### src/rtl/rcn_gpio_if.sv
// One 67-bit rcn ring word. The slave modport receives it and the master modport drives it.
interface rcn_gpio_if;
    logic [66:0] pkt;

    modport master (output pkt);
    modport slave  (input  pkt);
endinterface

### src/rtl/rcn_gpio.sv
// GPIO/status slave on the rcn ring: output bank, debounced input bank, edge flags and a maskable irq.
// Every ring word is delayed by exactly one register stage. Hits are turned into responses in the same slot.
module rcn_gpio #(
    parameter logic [31:0]     ADDR_BASE    = 32'hFFFFFF00,
    parameter int              OUT_W        = 5,
    parameter int              IN_W         = 4,
    parameter logic [IN_W-1:0] IN_INIT      = '0,
    parameter int              DEBOUNCE_CYC = 50000
) (
    input  logic             clk,
    input  logic             rst_n,
    rcn_gpio_if.slave        rcn_in,
    rcn_gpio_if.master       rcn_out,
    output logic [OUT_W-1:0] gpio_out,
    input  logic [IN_W-1:0]  gpio_in,
    output logic             irq
);

    localparam int              CNT_W    = $clog2(DEBOUNCE_CYC + 1);
    localparam logic [CNT_W-1:0] CNT_LAST = CNT_W'(DEBOUNCE_CYC - 1);
    localparam logic [31:0]     ID_WORD  = {8'h47, 8'(OUT_W), 8'(IN_W), 8'h01};

    function automatic logic [31:0] merge(input logic [31:0] old, input logic [31:0] wd,
                                          input logic [31:0] m);
        return (old & ~m) | (wd & m);
    endfunction

    function automatic logic [31:0] set_bits(input logic [31:0] old, input logic [31:0] wd,
                                             input logic [31:0] m);
        return old | (wd & m);
    endfunction

    function automatic logic [31:0] clr_bits(input logic [31:0] old, input logic [31:0] wd,
                                             input logic [31:0] m);
        return old & ~(wd & m);
    endfunction

    logic [66:0]      req_p0;
    logic             hit_p0;
    logic             wr_p0;
    logic [5:0]       off_p0;
    logic [31:0]      wdata_p0;
    logic [31:0]      bmask_p0;
    logic [31:0]      rdata_p0;
    logic [31:0]      en_word;

    logic [IN_W-1:0]  sync_p0, sync_p1;
    logic [IN_W-1:0]  in_q, in_nxt;
    logic [CNT_W-1:0] cnt_q   [IN_W];
    logic [CNT_W-1:0] cnt_nxt [IN_W];
    logic [IN_W-1:0]  rise_q, fall_q;
    logic [IN_W-1:0]  en_rise_q, en_fall_q;

    // Request decode: stage p0 is the word currently on rcn_in
    assign req_p0   = rcn_in.pkt;
    assign hit_p0   = req_p0[66] & req_p0[65] & (req_p0[53:38] == ADDR_BASE[23:8]);
    assign wr_p0    = hit_p0 & req_p0[64];
    assign off_p0   = req_p0[37:32];
    assign wdata_p0 = req_p0[31:0];
    assign bmask_p0 = {{8{req_p0[57]}}, {8{req_p0[56]}}, {8{req_p0[55]}}, {8{req_p0[54]}}};
    assign en_word  = 32'(en_rise_q) | (32'(en_fall_q) << 16);

    always_comb begin
        rdata_p0 = '0;
        case (off_p0)
            6'd0:    rdata_p0 = 32'(gpio_out);
            6'd3:    rdata_p0 = 32'(in_q);
            6'd4:    rdata_p0 = 32'(rise_q);
            6'd5:    rdata_p0 = 32'(fall_q);
            6'd6:    rdata_p0 = en_word;
            6'd7:    rdata_p0 = ID_WORD;
            default: rdata_p0 = '0;
        endcase
    end

    // A bit flips only after DEBOUNCE_CYC consecutive cycles of disagreement with the synchronised input
    always_comb begin
        in_nxt  = in_q;
        cnt_nxt = cnt_q;
        for (int i = 0; i < IN_W; i++) begin
            if (sync_p1[i] == in_q[i]) begin
                cnt_nxt[i] = '0;
            end else if (cnt_q[i] == CNT_LAST) begin
                cnt_nxt[i] = '0;
                in_nxt[i]  = ~in_q[i];
            end else begin
                cnt_nxt[i] = cnt_q[i] + CNT_W'(1);
            end
        end
    end

    always_ff @(posedge clk or negedge rst_n) begin
        if (!rst_n) begin
            rcn_out.pkt <= '0;
            gpio_out    <= '0;
            irq         <= 1'b0;
            rise_q      <= '0;
            fall_q      <= '0;
            en_rise_q   <= '0;
            en_fall_q   <= '0;
            in_q        <= IN_INIT;
            sync_p0     <= IN_INIT;
            sync_p1     <= IN_INIT;
            for (int i = 0; i < IN_W; i++) cnt_q[i] <= '0;
        end else begin
            rcn_out.pkt <= hit_p0 ? {2'b10, req_p0[64:32], req_p0[64] ? wdata_p0 : rdata_p0}
                                  : req_p0;

            if (wr_p0 && off_p0 == 6'd0)
                gpio_out <= OUT_W'(merge(32'(gpio_out), wdata_p0, bmask_p0));
            else if (wr_p0 && off_p0 == 6'd1)
                gpio_out <= OUT_W'(set_bits(32'(gpio_out), wdata_p0, bmask_p0));
            else if (wr_p0 && off_p0 == 6'd2)
                gpio_out <= OUT_W'(clr_bits(32'(gpio_out), wdata_p0, bmask_p0));

            if (wr_p0 && off_p0 == 6'd6) begin
                en_rise_q <= IN_W'(merge(en_word, wdata_p0, bmask_p0));
                en_fall_q <= IN_W'(merge(en_word, wdata_p0, bmask_p0) >> 16);
            end

            sync_p0 <= gpio_in;
            sync_p1 <= sync_p0;
            in_q    <= in_nxt;
            cnt_q   <= cnt_nxt;

            // Edge set is ORed in after the clear so a simultaneous edge wins over W1C
            rise_q <= ((wr_p0 && off_p0 == 6'd4) ? IN_W'(clr_bits(32'(rise_q), wdata_p0, bmask_p0))
                                                 : rise_q) | (in_nxt & ~in_q);
            fall_q <= ((wr_p0 && off_p0 == 6'd5) ? IN_W'(clr_bits(32'(fall_q), wdata_p0, bmask_p0))
                                                 : fall_q) | (in_q & ~in_nxt);

            irq <= (|(rise_q & en_rise_q)) | (|(fall_q & en_fall_q));
        end
    end

endmodule

### src/flat_wrapper.sv
// flat-port wrapper written by rule: the top's interface ports become plain ports
module rcn_gpio_flat 
#(
    parameter logic [31:0]     ADDR_BASE    = 32'hFFFFFF00,
    parameter int              OUT_W        = 5,
    parameter int              IN_W         = 4,
    parameter logic [IN_W-1:0] IN_INIT      = '0,
    parameter int              DEBOUNCE_CYC = 50000
)
  (clk, rst_n, gpio_out, gpio_in, irq, rcn_in_pkt, rcn_out_pkt);
  rcn_gpio_if rcn_in_i ();
  rcn_gpio_if rcn_out_i ();
  input  logic clk;
  input  logic rst_n;
  output logic [OUT_W-1:0] gpio_out;
  input  logic [IN_W-1:0] gpio_in;
  output logic irq;
  input wire logic [$bits(rcn_in_i.pkt)-1:0] rcn_in_pkt;
  output wire logic [$bits(rcn_out_i.pkt)-1:0] rcn_out_pkt;
  assign rcn_in_i.pkt = rcn_in_pkt;
  assign rcn_out_pkt = rcn_out_i.pkt;
  rcn_gpio #(.ADDR_BASE(ADDR_BASE), .OUT_W(OUT_W), .IN_W(IN_W), .IN_INIT(IN_INIT), .DEBOUNCE_CYC(DEBOUNCE_CYC)) u_core (.clk(clk), .rst_n(rst_n), .rcn_in(rcn_in_i), .rcn_out(rcn_out_i), .gpio_out(gpio_out), .gpio_in(gpio_in), .irq(irq));
endmodule
### config.mk
export PLATFORM = sky130hd
export DESIGN_NAME = rcn_gpio_flat
export DESIGN_NICKNAME = d
export VERILOG_FILES = /design/src/rtl/rcn_gpio_if.sv /design/src/rtl/rcn_gpio.sv /design/src/flat_wrapper.sv
export SDC_FILE = /design/constraint.sdc
export NUM_CORES = 1
export LEC_CHECK = 0
export BUFFER_PORTS_ARGS = -buffer_cell sky130_fd_sc_hd__buf_2
export CAP_MARGIN = 10
export CELL_PAD_IN_SITES_DETAIL_PLACEMENT = 0
export CELL_PAD_IN_SITES_GLOBAL_PLACEMENT = 1
export CORE_ASPECT_RATIO = 0.8
export CORE_MARGIN = 2
export CORE_UTILIZATION = 45
export CTS_BUF_LIST = sky130_fd_sc_hd__clkbuf_4
export DETAILED_ROUTE_END_ITERATION = 6
export PLACE_DENSITY = 0.84
export SYNTH_ARGS = -nofsm -noshare
export SYNTH_HDL_FRONTEND = slang
export SYNTH_SLANG_ARGS = --single-unit
### constraint.sdc
create_clock -name clk -period 2.2 [get_ports clk]
set_input_delay 0.44 -clock clk [delete_from_list [all_inputs] [get_ports clk]]
set_output_delay 0.44 -clock clk [all_outputs]
set_load 0.01 [all_outputs]
==> flow_summary.yaml, run 1 <==
status:
  outcome: "complete, no violations"
place:
  dp_slack_ns: 0.191
  dp.final_hpwl_um: 12000
  gp_congestion: 0.896
  io_buffers: 145
worst_setup_path:
  cp-end-kind: "register"
  worst-setup-path-type: "in2reg"
  worst_ep_required_time_ns: 2.67
  crit_arrival_ns: 2.43
  critPathMaxFanout: 6
  start_kind: "input pin"
power:
  p_leak_uw: 0.00407
  power_density_nw_per_um2: 647
  pwr-share-clk: 0.366
  seq_power_share: 0.552
  peakVddDrop_mv: 0.330
  p_int_uw: 4280
  combPwrFrac: 0.082
  p_sw_uw: 1450
  p_sw_frac: 0.253
sta:
  rsz0062_at_grt: "false"
  clock_skew_ns: 0.0170
  relSlewSlack: 0.634
  setup_viol_count_final: 0
  finalHoldViolations: 0
  slew_viol_final: 0
  fin_crit_ns: 1.96
  period_share: 0.890
  tns_ns: 0
  worst_slew_pin_slew_ns: 0.550
  worst_slack_ns: 0.242
  max_freq_mhz: 511
floorplan:
  core_area_um2: 15200
  num_io_pins: 146
  fp.dieH_um: 116
  die-area_um2: 16800
  rows: 40
  die_w_um: 144
  initial_utilization: 0.466
final_layout:
  layout_common_cells: "dfrtp_1 (165), buf_2 (144), nor2_1 (70), nand3_1 (36), dlygate4sd3_1 (35)"
  final.fill_count: 1276
  finalNetCount: 887
  layout-drive-gt1-share: 0.279
  area_delta_synth_final_pct: 24.8
  layout_commonest_cell: "dfrtp_1"
synthesis:
  synth.distinct_cells: 59
  yosysSeqAreaShare: 0.583
  async_flop_share: 1.00
  ys.flop_type: "dfrtp_1"
  synth-edff-count: 0
  netlist_instances: 613
  syn_avg_cell_area_um2: 11.6
  synth-seq-cells: 165
  syn_area_um2: 7080
  mappedNetlistNets: 690
  yosys_warnings: 0
grt:
  grt_use_total: 0.210
  grt_pass1_wl_um: 27200
  antenna_found_initial: 3
  gr-total-overflow: 0
  grt_pass1_vias: 5451
  grt_start_max_net_pins: 52
clock_network:
  cts_buffer_depth: 2
  cts_resized: 0
  cts-root-buf: "clkbuf_4"
  cts_tree: "yes"
  worstSkewPairLatency_ns: 0.59
  cts_inserted_buffers: 17
  cts.sinks: 165
  cts_htree_levels: 4
  clkSlewWorstSetupHoldPaths_ns: 0.15
drt:
  antenna_left: 0
  dr.first_iter.drc_count: 364
  firstDrtPassIters: 4
  wl_um: 17000
  viasPerCell: 5.25
  route.detailed.drc: 0
  wl_per_cell_um: 16.4
  vias: 5443
min_path:
  hp-class: "in2reg"
run:
  maxCapViolCount: 0
-- worst max-delay path, stage by stage --
cell,delay (ns)
dlygate4sd3_1,0.53
buf_2,0.17
or4b_4,0.58
nor2_2,0.19
nand4_2,0.20
mux2_2,0.33
-- timing repair --
action,4_1_cts,5_1_grt
setup endpoints to repair,0,0
hold endpoints to repair,81,0
hold buffers,35,0
buffers inserted,0,0
-- synth_stat cells (all sizes together) (12+ instances only) --
cell | count | area share
and3 | 12 | 0.011
nor2 | 71 | 0.038
mux2 | 20 | 0.032
nand3 | 37 | 0.027
o21ai | 19 | 0.013
nand2 | 24 | 0.013
nor2b | 21 | 0.019
dfrtp | 165 | 0.58
xnor2 | 25 | 0.031
nor4 | 12 | 0.016
xor2 | 27 | 0.033
a21o | 13 | 0.014
inv | 15 | 0.0079
clkbuf | 12 | 0.0064
nand4 | 26 | 0.024
-- layout make-up --
class | instances | area [µm²] | area share
multi-input combinational | 414 | 2800 | 0.317
sequential | 165 | 4130 | 0.467
inverter | 15 | 56.3 | 0.00637
clock buffer | 18 | 135 | 0.0153
timing repair buffer | 197 | 1230 | 0.140
antenna | 3 | 7.51 | 0.000849
clock inverter | 14 | 211 | 0.0239
tap | 210 | 263 | 0.0297
-- worst paths after layout --
check                                       start                      to  slack, ns  cells after the start
worst min register to register  u_core.sync_p0[3]       u_core.sync_p1[3]       0.39                      0
worst max register to register   u_core.cnt_q[16]          u_core.in_q[2]       0.28                      5
max in group asynchronous                   rst_n        u_core.cnt_q[56]       1.17                      3
worst max-delay path               rcn_in_pkt[35]                register       0.24                      6
worst min-delay path               rcn_in_pkt[25]  u_core.rcn_out.pkt[25]       0.06                      2
min in group asynchronous                   rst_n        u_core.cnt_q[55]       0.36                      2
-- stage by stage --
| stage | utilization | hold slack [ns] | std cells | instance area [µm²] | total power, µW |
|---|---|---|---|---|---|
| final | 0.581 | 0.0606 | 1036 | 8840 | 5720 |
| after floorplan | - | 0.144 | 613 | 7080 | 3370 |
| after global placement | 0.535 | 0.361 | 966 | 8140 | 3620 |
| after detailed placement | 0.535 | 0.366 | 966 | 8140 | 3640 |
| after global routing | 0.581 | 0.0159 | 1035 | 8840 | 5960 |
| after CTS | 0.581 | 0.0142 | 1033 | 8830 | 5790 |
-- kinds of logic after synthesis --
logic type	Yosys count	share of synthesized area
xor gates and xnor gates	52	0.0643
buffers and inverters	34	0.0212
DFF	165	0.583
adders and majority gates	4	0.00707
AOI/OAI and AO/OA	68	0.0691
and+or+nand+nor	270	0.223
muxes	20	0.0323
-- power by group through the flow --
stage	Clock [µW]	Combinational (µW)	Sequential, µW
after floorplan	0	126	3250
after global placement	0	408	3210
after detailed placement	0	420	3220
after CTS	2160	471	3160
after global routing	2270	522	3170
final	2100	467	3160
-- metal layers --
metal,vias up,part of all wire,global-route usage,wire (µm)
met5,-,0,0,0
met4,0,0.014,0.0751,240
met3,20,0.069,0.0615,1170
met2,168,0.47,0.339,7950
met1,2681,0.45,0.275,7660
li1,2574,-,-,-
-- state kept, by name (all words and copies together) (netlist names), named ones only --
signal	count
u_core.in_q	4
u_core.sync_p1	4
u_core.fall_q	4
u_core.rcn_out.pkt	67
u_core.sync_p0	4
u_core.rise_q	4
u_core.irq	1
u_core.cnt_q	64
Power figures use the tool's default switching activity.
==> run 2, diff against run 1 <==
==> constraint.sdc (replaced) <==
create_clock -name clk -period 2.2 [get_ports clk]
set_input_delay 0.11 -clock clk [delete_from_list [all_inputs] [get_ports clk]]
set_output_delay 0.11 -clock clk [all_outputs]
set_load 0.01 [all_outputs]
==> flow_summary.yaml, run 2 (synthesized netlist as in run 1, its figures left out) <==
status:
  outcome: "complete, no violations"
worst_setup_path:
  critPathMaxFanout: 15
  worst_ep_required_time_ns: 2.62
  worst-setup-path-type: "reg2reg"
  cp-end-kind: "register"
  start_kind: "register"
  crit_arrival_ns: 2.36
drt:
  route.detailed.drc: 0
  vias: 5601
  wl_um: 17600
  dr.first_iter.drc_count: 416
  wl_per_cell_um: 16.5
  viasPerCell: 5.24
  firstDrtPassIters: 5
  antenna_left: 0
power:
  power_density_nw_per_um2: 591
  peakVddDrop_mv: 0.336
  power_uw: 5390
  p_leak_uw: 0.00417
sta:
  setup_viol_count_final: 0
  period_share: 0.883
  fin_crit_ns: 1.94
  whs_ns: 0.0330
  clock_skew_ns: 0.0231
  slew_viol_final: 0
  tns_ns: 0
  max_freq_mhz: 515
  rsz0062_at_grt: "false"
  worst_slew_pin_slew_ns: 0.625
  relSlewSlack: 0.584
  finalHoldViolations: 0
floorplan:
  num_io_pins: 146
  core_area_um2: 15200
  initial_utilization: 0.466
  die_w_um: 144
  fp.dieH_um: 116
  rows: 40
  die-area_um2: 16800
final_layout:
  reg_top3: "u_core.rcn_out.pkt x67, u_core.cnt_q x64"
  largest_register_ffs: 67
  layout-drive-gt1-share: 0.261
  finalNetCount: 921
  area_delta_synth_final_pct: 28.7
  final.fill_count: 1229
  regMostFlops: "u_core.rcn_out.pkt"
  layout_common_cells: "dfrtp_1 (165), buf_2 (144), dlygate4sd3_1 (74), nor2_1 (70), nand3_1 (36)"
  layout_commonest_cell: "dfrtp_1"
  final_util: 0.599
clock_network:
  cts.sinks: 165
  cts_resized: 0
  clkSlewWorstSetupHoldPaths_ns: 0.14
  cts_buffer_depth: 2
  cts_htree_levels: 4
  cts_inserted_buffers: 17
  worstSkewPairLatency_ns: 0.57
  cts-root-buf: "clkbuf_4"
  cts_tree: "yes"
place:
  dp.final_hpwl_um: 11900
  gp_congestion: 0.876
  io_buffers: 145
grt:
  grt_use_total: 0.216
  grt_pass1_wl_um: 28100
  grt_start_max_net_pins: 53
  antenna_found_initial: 1
  gr-total-overflow: 0
  grt_pass1_vias: 5724
run:
  maxCapViolCount: 0
min_path:
  hp-class: "in2async"
run 2: routing by layer:
layer | routed length, µm | GRT usage | vias up
met1 | 7630 | 0.274 | 2705
met5 | 32 | 0 | -
met4 | 262 | 0.0712 | 3
li1 | - | - | 2660
met3 | 1330 | 0.0640 | 22
met2 | 8370 | 0.361 | 211
run 2: cell type report:
cell class | instances | area (µm²) | share of cell area
Antenna cell | 2 | 5.00 | 0.000549
Clock buffer | 17 | 128 | 0.0140
Clock inverter | 15 | 144 | 0.0158
Inverter | 15 | 56.3 | 0.00618
Multi-Input combinational cell | 414 | 2800 | 0.308
Sequential cell | 165 | 4130 | 0.453
Tap cell | 210 | 263 | 0.0288
Timing Repair Buffer | 231 | 1590 | 0.174
run 2: where the power goes:
part	internal [µW]	total, µW	switching [µW]
registers	3120	3160	43.3
logic	247	518	271
clock network	589	1710	1120
total	3950	5390	1430
run 2: final timing paths:
kind                                        start                endpoint  slack (ns)  depth (start not counted)
worst max-delay path             u_core.cnt_q[16]        u_core.cnt_q[19]        0.26                          5
worst min-delay path                        rst_n        u_core.cnt_q[62]        0.03                          2
max in group asynchronous                   rst_n   u_core.rcn_out.pkt[7]        1.53                          3
worst max register to register   u_core.cnt_q[16]        u_core.cnt_q[19]        0.26                          5
min in group clk                   rcn_in_pkt[60]  u_core.rcn_out.pkt[60]        0.15                          2
worst min register to register  u_core.sync_p0[3]       u_core.sync_p1[3]        0.34                          0
run 2: critical path, cell delays in order (launching register included):
cell and delay (ns):
dfrtp_1 0.41, ha_1 0.19, and3_1 0.34, nand3_1 0.19
o31ai_4 0.55, nor2_1 0.12
run 2: timing repair:
action                                 CTS  global route
setup endpoints to repair                0             0
endpoints found under the hold margin  257             0
hold buffers                            74             0
setup buffers                            0             0
run 2: stage by stage:
stage | worst slack [ns] | cells | cell area (µm²)
floorplan | 0.363 | 613 | 7080
finish | 0.257 | 1069 | 9120
global route | 0.0836 | 1068 | 9110
CTS | 0.263 | 1067 | 9110
detailed placement | 0.279 | 961 | 8100
global placement | 0.380 | 961 | 8100
